<file path="src/rtl/alu_pkg.sv">
// Shared opcode encodings, FSM state and result-flag types for alu_nway_seq.
package alu_pkg;

    localparam logic [3:0] OP_ADD  = 4'b0000;
    localparam logic [3:0] OP_SUB  = 4'b0001;
    localparam logic [3:0] OP_NOT  = 4'b0010;
    localparam logic [3:0] OP_AND  = 4'b0011;
    localparam logic [3:0] OP_OR   = 4'b0100;
    localparam logic [3:0] OP_XOR  = 4'b0101;
    localparam logic [3:0] OP_SLT  = 4'b0110;
    localparam logic [3:0] OP_EQ   = 4'b0111;
    localparam logic [3:0] OP_SLL  = 4'b1000;
    localparam logic [3:0] OP_SRL  = 4'b1001;
    localparam logic [3:0] OP_SRA  = 4'b1010;
    localparam logic [3:0] OP_MUL  = 4'b1011;
    localparam logic [3:0] OP_SLTU = 4'b1100;

    typedef enum logic [1:0] {
        IDLE = 2'd0,
        BUSY = 2'd1,
        FULL = 2'd2
    } state_e;

    typedef struct packed {
        logic cf;
        logic of;
        logic zf;
        logic nf;
        logic err;
    } flags_t;

endpackage

</file>
<file path="src/rtl/alu_mul_iter.sv">
// Iterative shift-add unsigned multiplier: loads on start_i, one partial
// product per cycle for WIDTH cycles, then holds done_o for one cycle.
module alu_mul_iter #(
    parameter int unsigned WIDTH = 32
) (
    input  logic               clk,
    input  logic               rst_n,
    input  logic               start_i,
    input  logic [WIDTH-1:0]   a_i,
    input  logic [WIDTH-1:0]   b_i,
    output logic               done_o,
    output logic [2*WIDTH-1:0] prod_o
);

    localparam int unsigned CW = $clog2(WIDTH) + 1;

    logic [2*WIDTH-1:0] mcand_q;
    logic [2*WIDTH-1:0] acc_q;
    logic [WIDTH-1:0]   mplier_q;
    logic [CW-1:0]      cnt_q;
    logic               run_q;

    always_ff @(posedge clk or negedge rst_n) begin
        if (!rst_n) begin
            mcand_q  <= '0;
            acc_q    <= '0;
            mplier_q <= '0;
            cnt_q    <= '0;
            run_q    <= 1'b0;
        end else if (start_i) begin
            mcand_q  <= {{WIDTH{1'b0}}, a_i};
            mplier_q <= b_i;
            acc_q    <= '0;
            cnt_q    <= '0;
            run_q    <= 1'b1;
        end else if (run_q) begin
            if (cnt_q == CW'(WIDTH)) begin
                run_q <= 1'b0;
            end else begin
                if (mplier_q[0]) begin
                    acc_q <= acc_q + mcand_q;
                end
                mcand_q  <= mcand_q << 1;
                mplier_q <= mplier_q >> 1;
                cnt_q    <= cnt_q + CW'(1);
            end
        end
    end

    assign done_o = run_q && (cnt_q == CW'(WIDTH));
    assign prod_o = acc_q;

endmodule

</file>
<file path="src/rtl/alu_nway_seq.sv">
// Registered WIDTH-bit ALU with valid/ready on both sides and a one-entry
// result register. Define ALU_MUL_EN to build the iterative MUL (opcode 1011).
module alu_nway_seq
    import alu_pkg::*;
#(
    parameter int unsigned WIDTH = 32
) (
    input  logic             clk,
    input  logic             rst_n,
    input  logic             in_valid,
    output logic             in_ready,
    input  logic [3:0]       op,
    input  logic [WIDTH-1:0] a,
    input  logic [WIDTH-1:0] b,
    output logic             out_valid,
    input  logic             out_ready,
    output logic [WIDTH-1:0] out,
    output logic             cf,
    output logic             of,
    output logic             zf,
    output logic             nf,
    output logic             err
);

    localparam int unsigned SHW = $clog2(WIDTH);
    localparam int unsigned MSB = WIDTH - 1;

    state_e           state_q;
    logic [WIDTH-1:0] out_q;
    flags_t           flg_q;

    logic [WIDTH-1:0] alu_res;
    flags_t           alu_flg;
    logic             is_mul;
    logic             mul_done;
    logic [WIDTH-1:0] mul_res;
    flags_t           mul_flg;

    always_comb begin
        logic [WIDTH:0]   sum;
        logic [SHW-1:0]   sh;
        sum     = '0;
        sh      = b[SHW-1:0];
        alu_res = '0;
        alu_flg = '0;
        case (op)
            OP_ADD: begin
                sum        = {1'b0, a} + {1'b0, b};
                alu_res    = sum[WIDTH-1:0];
                alu_flg.cf = sum[WIDTH];
                alu_flg.of = (a[MSB] == b[MSB]) && (alu_res[MSB] != a[MSB]);
            end
            OP_SUB: begin
                alu_res    = a + ~b + WIDTH'(1);
                alu_flg.cf = (a < b);
                alu_flg.of = (a[MSB] != b[MSB]) && (alu_res[MSB] != a[MSB]);
            end
            OP_NOT:  alu_res = ~a;
            OP_AND:  alu_res = a & b;
            OP_OR:   alu_res = a | b;
            OP_XOR:  alu_res = a ^ b;
            OP_SLT:  alu_res = {{(WIDTH-1){1'b0}}, ($signed(a) < $signed(b))};
            OP_EQ:   alu_res = {{(WIDTH-1){1'b0}}, (a == b)};
            OP_SLL:  alu_res = a << sh;
            OP_SRL:  alu_res = a >> sh;
            OP_SRA:  alu_res = WIDTH'($signed(a) >>> sh);
            OP_SLTU: alu_res = {{(WIDTH-1){1'b0}}, (a < b)};
`ifdef ALU_MUL_EN
            OP_MUL:  alu_res = '0;
`endif
            default: alu_flg.err = 1'b1;
        endcase
        alu_flg.zf = (alu_res == '0);
        alu_flg.nf = alu_res[MSB];
    end

`ifdef ALU_MUL_EN
    logic [2*WIDTH-1:0] prod;

    alu_mul_iter #(.WIDTH(WIDTH)) u_mul (
        .clk     (clk),
        .rst_n   (rst_n),
        .start_i (in_valid && in_ready && is_mul),
        .a_i     (a),
        .b_i     (b),
        .done_o  (mul_done),
        .prod_o  (prod)
    );

    assign is_mul  = (op == OP_MUL);
    assign mul_res = prod[WIDTH-1:0];
    always_comb begin
        mul_flg     = '0;
        mul_flg.cf  = |prod[2*WIDTH-1:WIDTH];
        mul_flg.zf  = (mul_res == '0);
        mul_flg.nf  = mul_res[MSB];
    end
`else
    assign is_mul   = 1'b0;
    assign mul_done = 1'b0;
    assign mul_res  = '0;
    assign mul_flg  = '0;
`endif

    assign in_ready = (state_q == IDLE) || ((state_q == FULL) && out_ready);

    // IDLE and FULL share one path: both accept whenever in_ready is high.
    always_ff @(posedge clk or negedge rst_n) begin
        if (!rst_n) begin
            state_q <= IDLE;
            out_q   <= '0;
            flg_q   <= '0;
        end else begin
            case (state_q)
                BUSY: begin
                    if (mul_done) begin
                        state_q <= FULL;
                        out_q   <= mul_res;
                        flg_q   <= mul_flg;
                    end
                end
                default: begin
                    if (in_ready) begin
                        if (!in_valid) begin
                            state_q <= IDLE;
                        end else if (is_mul) begin
                            state_q <= BUSY;
                        end else begin
                            state_q <= FULL;
                            out_q   <= alu_res;
                            flg_q   <= alu_flg;
                        end
                    end
                end
            endcase
        end
    end

    assign out_valid = (state_q == FULL);
    assign out       = out_q;
    assign cf        = flg_q.cf;
    assign of        = flg_q.of;
    assign zf        = flg_q.zf;
    assign nf        = flg_q.nf;
    assign err       = flg_q.err;

endmodule

</file>
<file path="config.mk">
export PLATFORM = sky130hd
export DESIGN_NAME = alu_nway_seq
export DESIGN_NICKNAME = d
export VERILOG_FILES = /design/src/rtl/alu_pkg.sv /design/src/rtl/alu_mul_iter.sv /design/src/rtl/alu_nway_seq.sv
export SDC_FILE = /design/constraint.sdc
export NUM_CORES = 1
export LEC_CHECK = 0
export ABC_AREA = 1
export BUFFER_PORTS_ARGS = -buffer_cell sky130_fd_sc_hd__buf_4
export CORE_ASPECT_RATIO = 1.5
export CORE_UTILIZATION = 52
export CTS_BUF_LIST = sky130_fd_sc_hd__clkbuf_4
export CTS_CLUSTER_SIZE = 16
export DETAILED_ROUTE_END_ITERATION = 10
export GPL_ROUTABILITY_DRIVEN = 1
export PLACE_DENSITY = 0.71
export SLEW_MARGIN = 25
export SYNTH_ARGS = -nofsm -noshare
export SYNTH_HDL_FRONTEND = slang
export SYNTH_SLANG_ARGS = --single-unit
</file>
<file path="constraint.sdc">
create_clock -name clk -period 1.3 [get_ports clk]
set_input_delay 0.13 -clock clk [delete_from_list [all_inputs] [get_ports clk]]
set_output_delay 0.13 -clock clk [all_outputs]
set_load 0.01 [all_outputs]
</file>
==> results.json, run 1 <==
{
  "port_buffers": 110,
  "die_w_um": 127,
  "synth-seq-area-share": 0.0755,
  "start_util": 0.532,
  "avgSynthCellArea_um2": 5.01,
  "syn_inst": 2449,
  "synthXorXnorAreaFrac": 0.00143,
  "grt_pass1_wl_um": 132000,
  "yosys.area_share.simple": 0.558,
  "cts.htree.levels": 2,
  "die_y_um": 190,
  "error": "[ERROR GRT-0116] Global routing finished with congestion. Check the congestion regions in the DRC Viewer.",
  "hpwl_um": 53800,
  "ios": 111,
  "grt_overflow": 125,
  "clock_sinks": 37,
  "synth_warnings": 0,
  "synthAdderAreaFrac": 0.108,
  "netlist_area_mm2": 0.0123,
  "cts_buffer_depth": 2,
  "run_status": "aborted with a tool error",
  "cts_root_buf": "clkbuf_4",
  "synth_cell_types": 42,
  "grt_start_max_net_pins": 52,
  "grt_pass1_vias": 22700,
  "synth_compound_area_frac": 0.107,
  "synth_top_family_by_area": "simple AND/OR/NAND/NOR gates",
  "syn-num-nets": 2626,
  "ys_seq_elements": 37,
  "row_count": 68,
  "cts_made_buffers": 5,
  "gp_congestion": 1.21,
  "muxShareOfSynthArea": 0,
  "failed_stage": "5_1_grt",
  "dpl_cell_area_mm2": 0.0175,
  "grt_usage": 0.708
}
[routing by layer]
| metal | overflow | global-route usage |
|---|---|---|
| met1 | 1 | 0.696 |
| met2 | 70 | 0.951 |
| met3 | 2 | 0.442 |
| met4 | 52 | 0.770 |
| met5 | 0 | 0.118 |
[Yosys cell counts (all sizes together)]
cell type | instances | area, um2
dfrtp | 37 | 926
nand3 | 429 | 2150
clkinv | 4 | 15.0
o21bai | 11 | 82.6
o211ai | 11 | 82.6
nand2 | 877 | 3340
o22a | 1 | 8.76
clkbuf | 34 | 130
or2 | 5 | 31.3
a221oi | 2 | 17.5
o21ai | 95 | 479
inv | 337 | 1270
a31oi | 6 | 37.5
fa | 2 | 40.0
nand4 | 24 | 150
o221ai | 2 | 17.5
ha | 103 | 1290
a21oi | 85 | 425
o2111ai | 2 | 17.5
o22ai | 14 | 87.6
a211oi | 3 | 22.5
buf | 71 | 423
nand3b | 3 | 22.5
nor3 | 13 | 70.1
and3 | 3 | 18.8
nor2 | 264 | 1030
xor2 | 2 | 17.5
o21a | 5 | 37.5
and2 | 3 | 18.8
nor4 | 1 | 6.26
[metrics by stage]
stage	setup slack [ps]	utilization	setup TNS (ps)	hold WS [ps]	std cells
CTS	-696	0.856	-15120	49.7	3371
detailed placement	-1490	0.759	-37710	104	3321
global placement	-1500	0.759	-35720	97.8	3321
floorplan	-861	-	-17870	-166	2449
[cells by family after synthesis]
family	after synthesis
buffers and inverters	446
AND/OR/NAND/NOR	1622
AO/OA/AOI/OAI	237
XOR/XNOR	2
flip-flops	37
adder cells (fa/ha/maj)	105
[repair_timing]
action,4_1_cts
pin swaps,141
setup endpoints to repair,35
hold buffers,1
cloned,4
gates resized for setup,509
buffers inserted,44
endpoints found under the hold margin,37
==> run 2, diff against run 1 <==
--- a/config.mk
+++ b/config.mk
@@ -7,13 +7,10 @@
 export LEC_CHECK = 0
 export ABC_AREA = 1
 export BUFFER_PORTS_ARGS = -buffer_cell sky130_fd_sc_hd__buf_4
-export CORE_ASPECT_RATIO = 1.5
-export CORE_UTILIZATION = 52
-export CTS_BUF_LIST = sky130_fd_sc_hd__clkbuf_4
-export CTS_CLUSTER_SIZE = 16
+export CORE_UTILIZATION = 37
 export DETAILED_ROUTE_END_ITERATION = 10
 export GPL_ROUTABILITY_DRIVEN = 1
-export PLACE_DENSITY = 0.71
+export PLACE_DENSITY_LB_ADDON = 0.15
 export SLEW_MARGIN = 25
 export SYNTH_ARGS = -nofsm -noshare
 export SYNTH_HDL_FRONTEND = slang
==> run 2 against run 1 <==
Effect of this change: the flow now finishes, with violations (negative setup slack); synthesized cell count is the same; synthesized area is the same.
==> results.json, run 2 <==
{
  "run_status": "finished with violations",
  "violations": "negative setup slack",
  "gp_congestion": 1.11,
  "antenna_found_initial": 4,
  "via_per_inst": 5.54,
  "period_minus_slack_ps": 2230,
  "synth_top_area_frac": 0.263,
  "cts_buffer_depth": 2,
  "die_w_um": 184,
  "port_buffers": 110,
  "post_drt_wl_per_cell_um": 21.2,
  "path_cells": "buf_12 > ha_4 > inv_2 > fa_2 > inv_2 > nand2_2 > nand3_4 > buf_4 > nand2_1 > nand2_2 > nand2_1 > nand2_1 > nand2_1 > nand3_1 > nand2_2 > nor2_4 > nand2_1 > nor2_1 > nand2_1 > nor2_2 > nand3_1 > nand2_1",
  "synth_cell_types": 42,
  "mostFrequentLayoutCells": "697 x buf_4, 622 x nand2_1, 314 x nand3_1",
  "hold_viol": 0,
  "row_count": 66,
  "hp-class": "primary input to flop",
  "r2r_cells": 5,
  "worstPathRequired_ps": 1520,
  "clk_latency_ps": 280,
  "layout.nets": 3322,
  "synthArstFlopShare": 1.00,
  "dr.pass1.iters": 8,
  "finalCritPeriodShare": 1.72,
  "hpwl_um": 61900,
  "synth_warnings": 0,
  "whs_path_depth": 4,
  "power_density_mw_per_mm2": 568,
  "synth-seq-area-share": 0.0755,
  "yosysMostFrequentCell": "nand2_1",
  "path_class": "primary input to flop",
  "busiest_layer": "met2",
  "vias": 19900,
  "grt_start_max_net_pins": 56,
  "grt_usage": 0.430,
  "syn-num-nets": 2626,
  "grt_pass1_vias": 18300,
  "drtIter0Drc": 1965,
  "syn_inst": 2449,
  "drc": 0,
  "crit_family": "simple AND/OR/NAND/NOR gates",
  "synthToLayoutAreaGrowth_pct": 82.4,
  "timing.final.max_slew_violations": 0,
  "slowest_stage": "fa_2",
  "synth_area_leaders": "nand2_1 26%, nand3_1 18%, ha_1 11%",
  "path_clk_slew_ps": 50,
  "core_mm2": 0.0325,
  "yosys-top-cells-count": "858 x nand2_1, 429 x nand3_1, 323 x inv_1, 250 x nor2_1, 103 x ha_1",
  "avgSynthCellArea_um2": 5.01,
  "start_util": 0.377,
  "r2r-start": "state_q[1]",
  "rsz0062_at_grt": "yes",
  "p_leak_nw": 11.8,
  "setup_viol": 35,
  "min-delay-start": "out_ready",
  "endpoint_kind": "flop",
  "rrSetupSlack_ps": 150,
  "worst_pin_slew_ps": 506,
  "place_ws_ps": -1610,
  "die_y_um": 184,
  "path_depth": 22,
  "cts.htree.levels": 2,
  "layout_commonest_cell": "buf_4",
  "dieArea_mm2": 0.0339,
  "grtUsageMet3": 0.0664,
  "use_met1": 0.557,
  "ys_seq_elements": 37,
  "critical_path_buf_inv_count": 4,
  "netlist_area_mm2": 0.0123,
  "cap_viol_max_count": 0,
  "maxSlewHeadroom": 0.663,
  "r2r-end": "out[31]",
  "cts_root_buf": "clkbuf_16",
  "crit_fanout": 5,
  "antenna_left": 0,
  "clock_sinks": 37,
  "final_core_util": 0.687,
  "ios": 111,
  "drive_above_1_share": 0.502,
  "min_to": "state_q[1]",
  "synth_edf_count": 0,
  "crit_top_cell": "nand2_1",
  "ys.flop_type": "dfrtp_1",
  "largest_register_ff_count": 32,
  "critPathMaxStageDelay_ps": 400,
  "met2_usage": 0.691,
  "grt_pass1_wl_um": 109000,
  "synth_top_area_cell": "nand2_1",
  "design_power_total_mw": 12.7,
  "cts_tree": "yes",
  "cp-start-kind": "primary input",
  "arrival_ps": 2450,
  "clock.fmax_mhz": 448,
  "skew_ps": 1.97,
  "ir_drop_v": 0.000746,
  "fin_ws_ps": -931,
  "grt_overflow": 0,
  "wl_um": 75900,
  "cts_made_buffers": 5
}
[run 2: cell counts after synthesis]
No cell type changed its count.
[run 2: how the worst max path moves through the flow]
stage	startpoint	end
2_1_floorplan	b[2]	zf
3_3_place_gp	a[13]	zf
3_5_place_dp	a[12]	zf
4_1_cts	b[0]	zf
5_1_grt	b[0]	zf
6_report	b[0]	zf
[run 2: layer usage]
layer,part of all wire,up-vias
met3,0.10,277
li1,-,9195
met1,0.40,9222
met2,0.43,1194
met5,0.00032,-
met4,0.067,4
[run 2: final cells by class]
class	count	area, um2
multi-input combinational	1966	12800
fill	3056	10200
tap	442	553
timing repair buffer	794	6560
clock inverter	2	37.5
inverter	341	1400
sequential	37	926
antenna	2	5.00
clock buffer	6	139
[run 2: stage by stage]
step | setup TNS (ps) | cells | cell area (um2) | hold WS [ps]
floorplan | -17870 | 2449 | 12600 | -166
global placement | -39660 | 3513 | 18100 | 101
detailed placement | -40480 | 3513 | 18100 | 105
CTS | -19330 | 3563 | 20600 | 148
global route | -23720 | 3588 | 22400 | 180
finish | -21410 | 3590 | 22400 | 150
[run 2: power by group]
| part | leakage, nW | switching, mW | internal [mW] | total (mW) |
|---|---|---|---|---|
| clock network | 0.0831 | 0.429 | 0.955 | 1.38 |
| logic | 11.2 | 5.61 | 4.27 | 9.88 |
| registers | 0.481 | 0.102 | 1.34 | 1.44 |
[run 2: worst reg2reg max path, cell delays in order, from the launching register on]
cell and delay, ps:
dfrtp_1 340, nand2_1 90, nand2_2 80, buf_4 320, nand2_1 150, o21ai_2 90
[run 2: logic make-up after synthesis]
family	count (synthesis)	synth area share
buffers and inverters	446	0.150
AND/OR/NAND/NOR	1622	0.558
AO/OA/AOI/OAI	237	0.107
adder cells (fa/ha/maj)	105	0.108
flip-flops	37	0.0755
XOR/XNOR	2	0.00143
[run 2: what timing repair did]
action	CTS	global route
resized for setup	582	435
endpoints found under the hold margin	37	0
setup endpoints to repair	35	36
setup buffers	48	27
gates cloned	2	1
hold buffers	1	0
pin swaps	124	195
(Power assumes the default switching activity.)
==> run 3, diff against run 2 <==
--- a/config.mk
+++ b/config.mk
@@ -7,10 +7,11 @@
 export LEC_CHECK = 0
 export ABC_AREA = 1
 export BUFFER_PORTS_ARGS = -buffer_cell sky130_fd_sc_hd__buf_4
-export CORE_UTILIZATION = 37
+export CORE_UTILIZATION = 33
 export DETAILED_ROUTE_END_ITERATION = 10
 export GPL_ROUTABILITY_DRIVEN = 1
 export PLACE_DENSITY_LB_ADDON = 0.15
+export SKIP_CTS_REPAIR_TIMING = 1
 export SLEW_MARGIN = 25
 export SYNTH_ARGS = -nofsm -noshare
 export SYNTH_HDL_FRONTEND = slang
==> run 3 against run 2 <==
Effect of this change: the run still ends with negative setup slack left; setup slack worse by 23 ps; sequential share of layout area is 0.17 points higher; critical path depth is 3 lower; fmax is 1.0% lower; die area is 12% higher; cell count hardly changed; first-iteration DRC count is 20% lower; count of clock-buffer cells in the layout is 1 higher.
==> results.json, run 3 (same netlist as run 2, synthesis figures left out) <==
{
  "rsz0062_at_grt": "yes",
  "grt_pass1_vias": 17400,
  "die_w_um": 195,
  "antenna_left": 0,
  "endpoint_kind": "flop",
  "cts_made_buffers": 5,
  "r2r-start": "state_q[1]",
  "post_drt_wl_per_cell_um": 20.9,
  "largest_register_ff_count": 32,
  "synthToLayoutAreaGrowth_pct": 75.4,
  "p_sw_mw": 5.89,
  "start_util": 0.335,
  "cts.htree.levels": 2,
  "layout.nets": 3300,
  "path_cells": "buf_8 > clkinvlp_4 > ha_4 > buf_6 > nand2_4 > nor2_4 > buf_6 > nand2_4 > nand3_4 > a21oi_4 > o21ai_4 > nand3_4 > a21oi_4 > nand2_1 > nor2_2 > nand2_2 > nor2_4 > nand3_2 > nand2_1",
  "r2r_cells": 4,
  "layout_commonest_cell": "buf_4",
  "rrSetupSlack_ps": 160,
  "pwr-share-seq": 0.119,
  "place_ws_ps": -1520,
  "worst_pin_slew_ps": 512,
  "cts_root_buf": "clkbuf_16",
  "gp_congestion": 1.00,
  "p_leak_nw": 11.5,
  "path_clk_slew_ps": 50,
  "min-delay-start": "out_ready",
  "run_status": "finished with violations",
  "r2r-end": "out[27]",
  "crit_family": "simple AND/OR/NAND/NOR gates",
  "ios": 111,
  "design_power_total_mw": 12.1,
  "min_to": "state_q[1]",
  "vias": 19000,
  "fin_cells": 3591,
  "die_y_um": 195,
  "dpl_cell_area_mm2": 0.0181,
  "internal-power_mw": 6.21,
  "critical_path_buf_inv_count": 4,
  "skew_ps": 3.02,
  "drtIter0Drc": 1569,
  "grt_pass1_wl_um": 105000,
  "path_class": "primary input to flop",
  "fin_ws_ps": -954,
  "row_count": 70,
  "hold_viol": 0,
  "maxSlewHeadroom": 0.659,
  "via_per_inst": 5.30,
  "clock_sinks": 37,
  "cts_tree": "yes",
  "multi_input_area_mm2": 0.0122,
  "timing.final.max_slew_violations": 0,
  "antenna_cells": 0,
  "swShare": 0.487,
  "core_mm2": 0.0366,
  "ir_drop_v": 0.000574,
  "arrival_ps": 2470,
  "drc": 0,
  "clk_latency_ps": 280,
  "drive_above_1_share": 0.447,
  "whs_path_depth": 4,
  "finalCritPeriodShare": 1.73,
  "regArea_um2": 926,
  "mostFrequentLayoutCells": "709 x buf_4, 674 x nand2_1, 330 x nand3_1",
  "cts_buffer_depth": 2,
  "port_buffers": 110,
  "wl_um": 74900,
  "setup_viol": 35,
  "hp-class": "primary input to flop",
  "violations": "negative setup slack",
  "worstPathRequired_ps": 1520,
  "cp-start-kind": "primary input",
  "final_core_util": 0.587,
  "dr.pass1.iters": 6,
  "critPathMaxStageDelay_ps": 390,
  "p_comb_frac": 0.785,
  "power_density_mw_per_mm2": 563,
  "post-route-cell-area_mm2": 0.0215,
  "num-fill-cells": 3762,
  "clock.fmax_mhz": 444,
  "crit_fanout": 6,
  "slowest_stage": "ha_4",
  "hpwl_um": 62700,
  "dieArea_mm2": 0.0379,
  "grt_usage": 0.371,
  "dp.cells": 3532,
  "power_frac_clock": 0.096,
  "cap_viol_max_count": 0,
  "grt_overflow": 0,
  "period_minus_slack_ps": 2250,
  "antenna_found_initial": 0,
  "grt_start_max_net_pins": 50
}
run 3: worst min-delay path, cell delays in order:
cell     delay, ps
buf_4           80
inv_1           30
nand2_1        100
nand2_1         70
run 3: metal layers:
layer	up-vias	part of all wire	global-route usage
met5	-	0	0
met4	0	0.045	0.131
met3	155	0.067	0.0312
met2	814	0.46	0.612
met1	8937	0.43	0.502
li1	9143	-	-
run 3: layout make-up:
type	instances	share of cell area
clock buffer	7	0.00664
inverter	341	0.0634
multi-input combinational	1966	0.569
tap	468	0.0272
sequential	37	0.0431
timing repair buffer	772	0.290
run 3: power by group through the flow:
stage               Sequential (mW)  Combinational, mW  Clock [mW]
detailed placement             1.46               7.62           0
CTS                            1.44               7.64        1.19
global route                   1.46               10.1        1.23
finish                         1.44               9.50        1.16
floorplan                      1.54               3.39           0
global placement               1.45               7.60           0
run 3: per-stage QoR:
step / TNS, ps / hold WS, ps
after CTS: -30640 / -183
after floorplan: -17870 / -166
after detailed placement: -40750 / 113
after global placement: -40260 / 110
final: -23530 / 169
after global routing: -26280 / 192
run 3: worst max path at each step:
stage | from | endpoint | depth (start not counted) | slack (ps)
2_1_floorplan | b[2] | zf | 23 | -860
3_3_place_gp | a[0] | zf | 19 | -1510
3_5_place_dp | a[9] | zf | 18 | -1520
4_1_cts | a[9] | zf | 18 | -1240
5_1_grt | a[6] | zf | 23 | -1020
6_report | a[6] | zf | 19 | -950
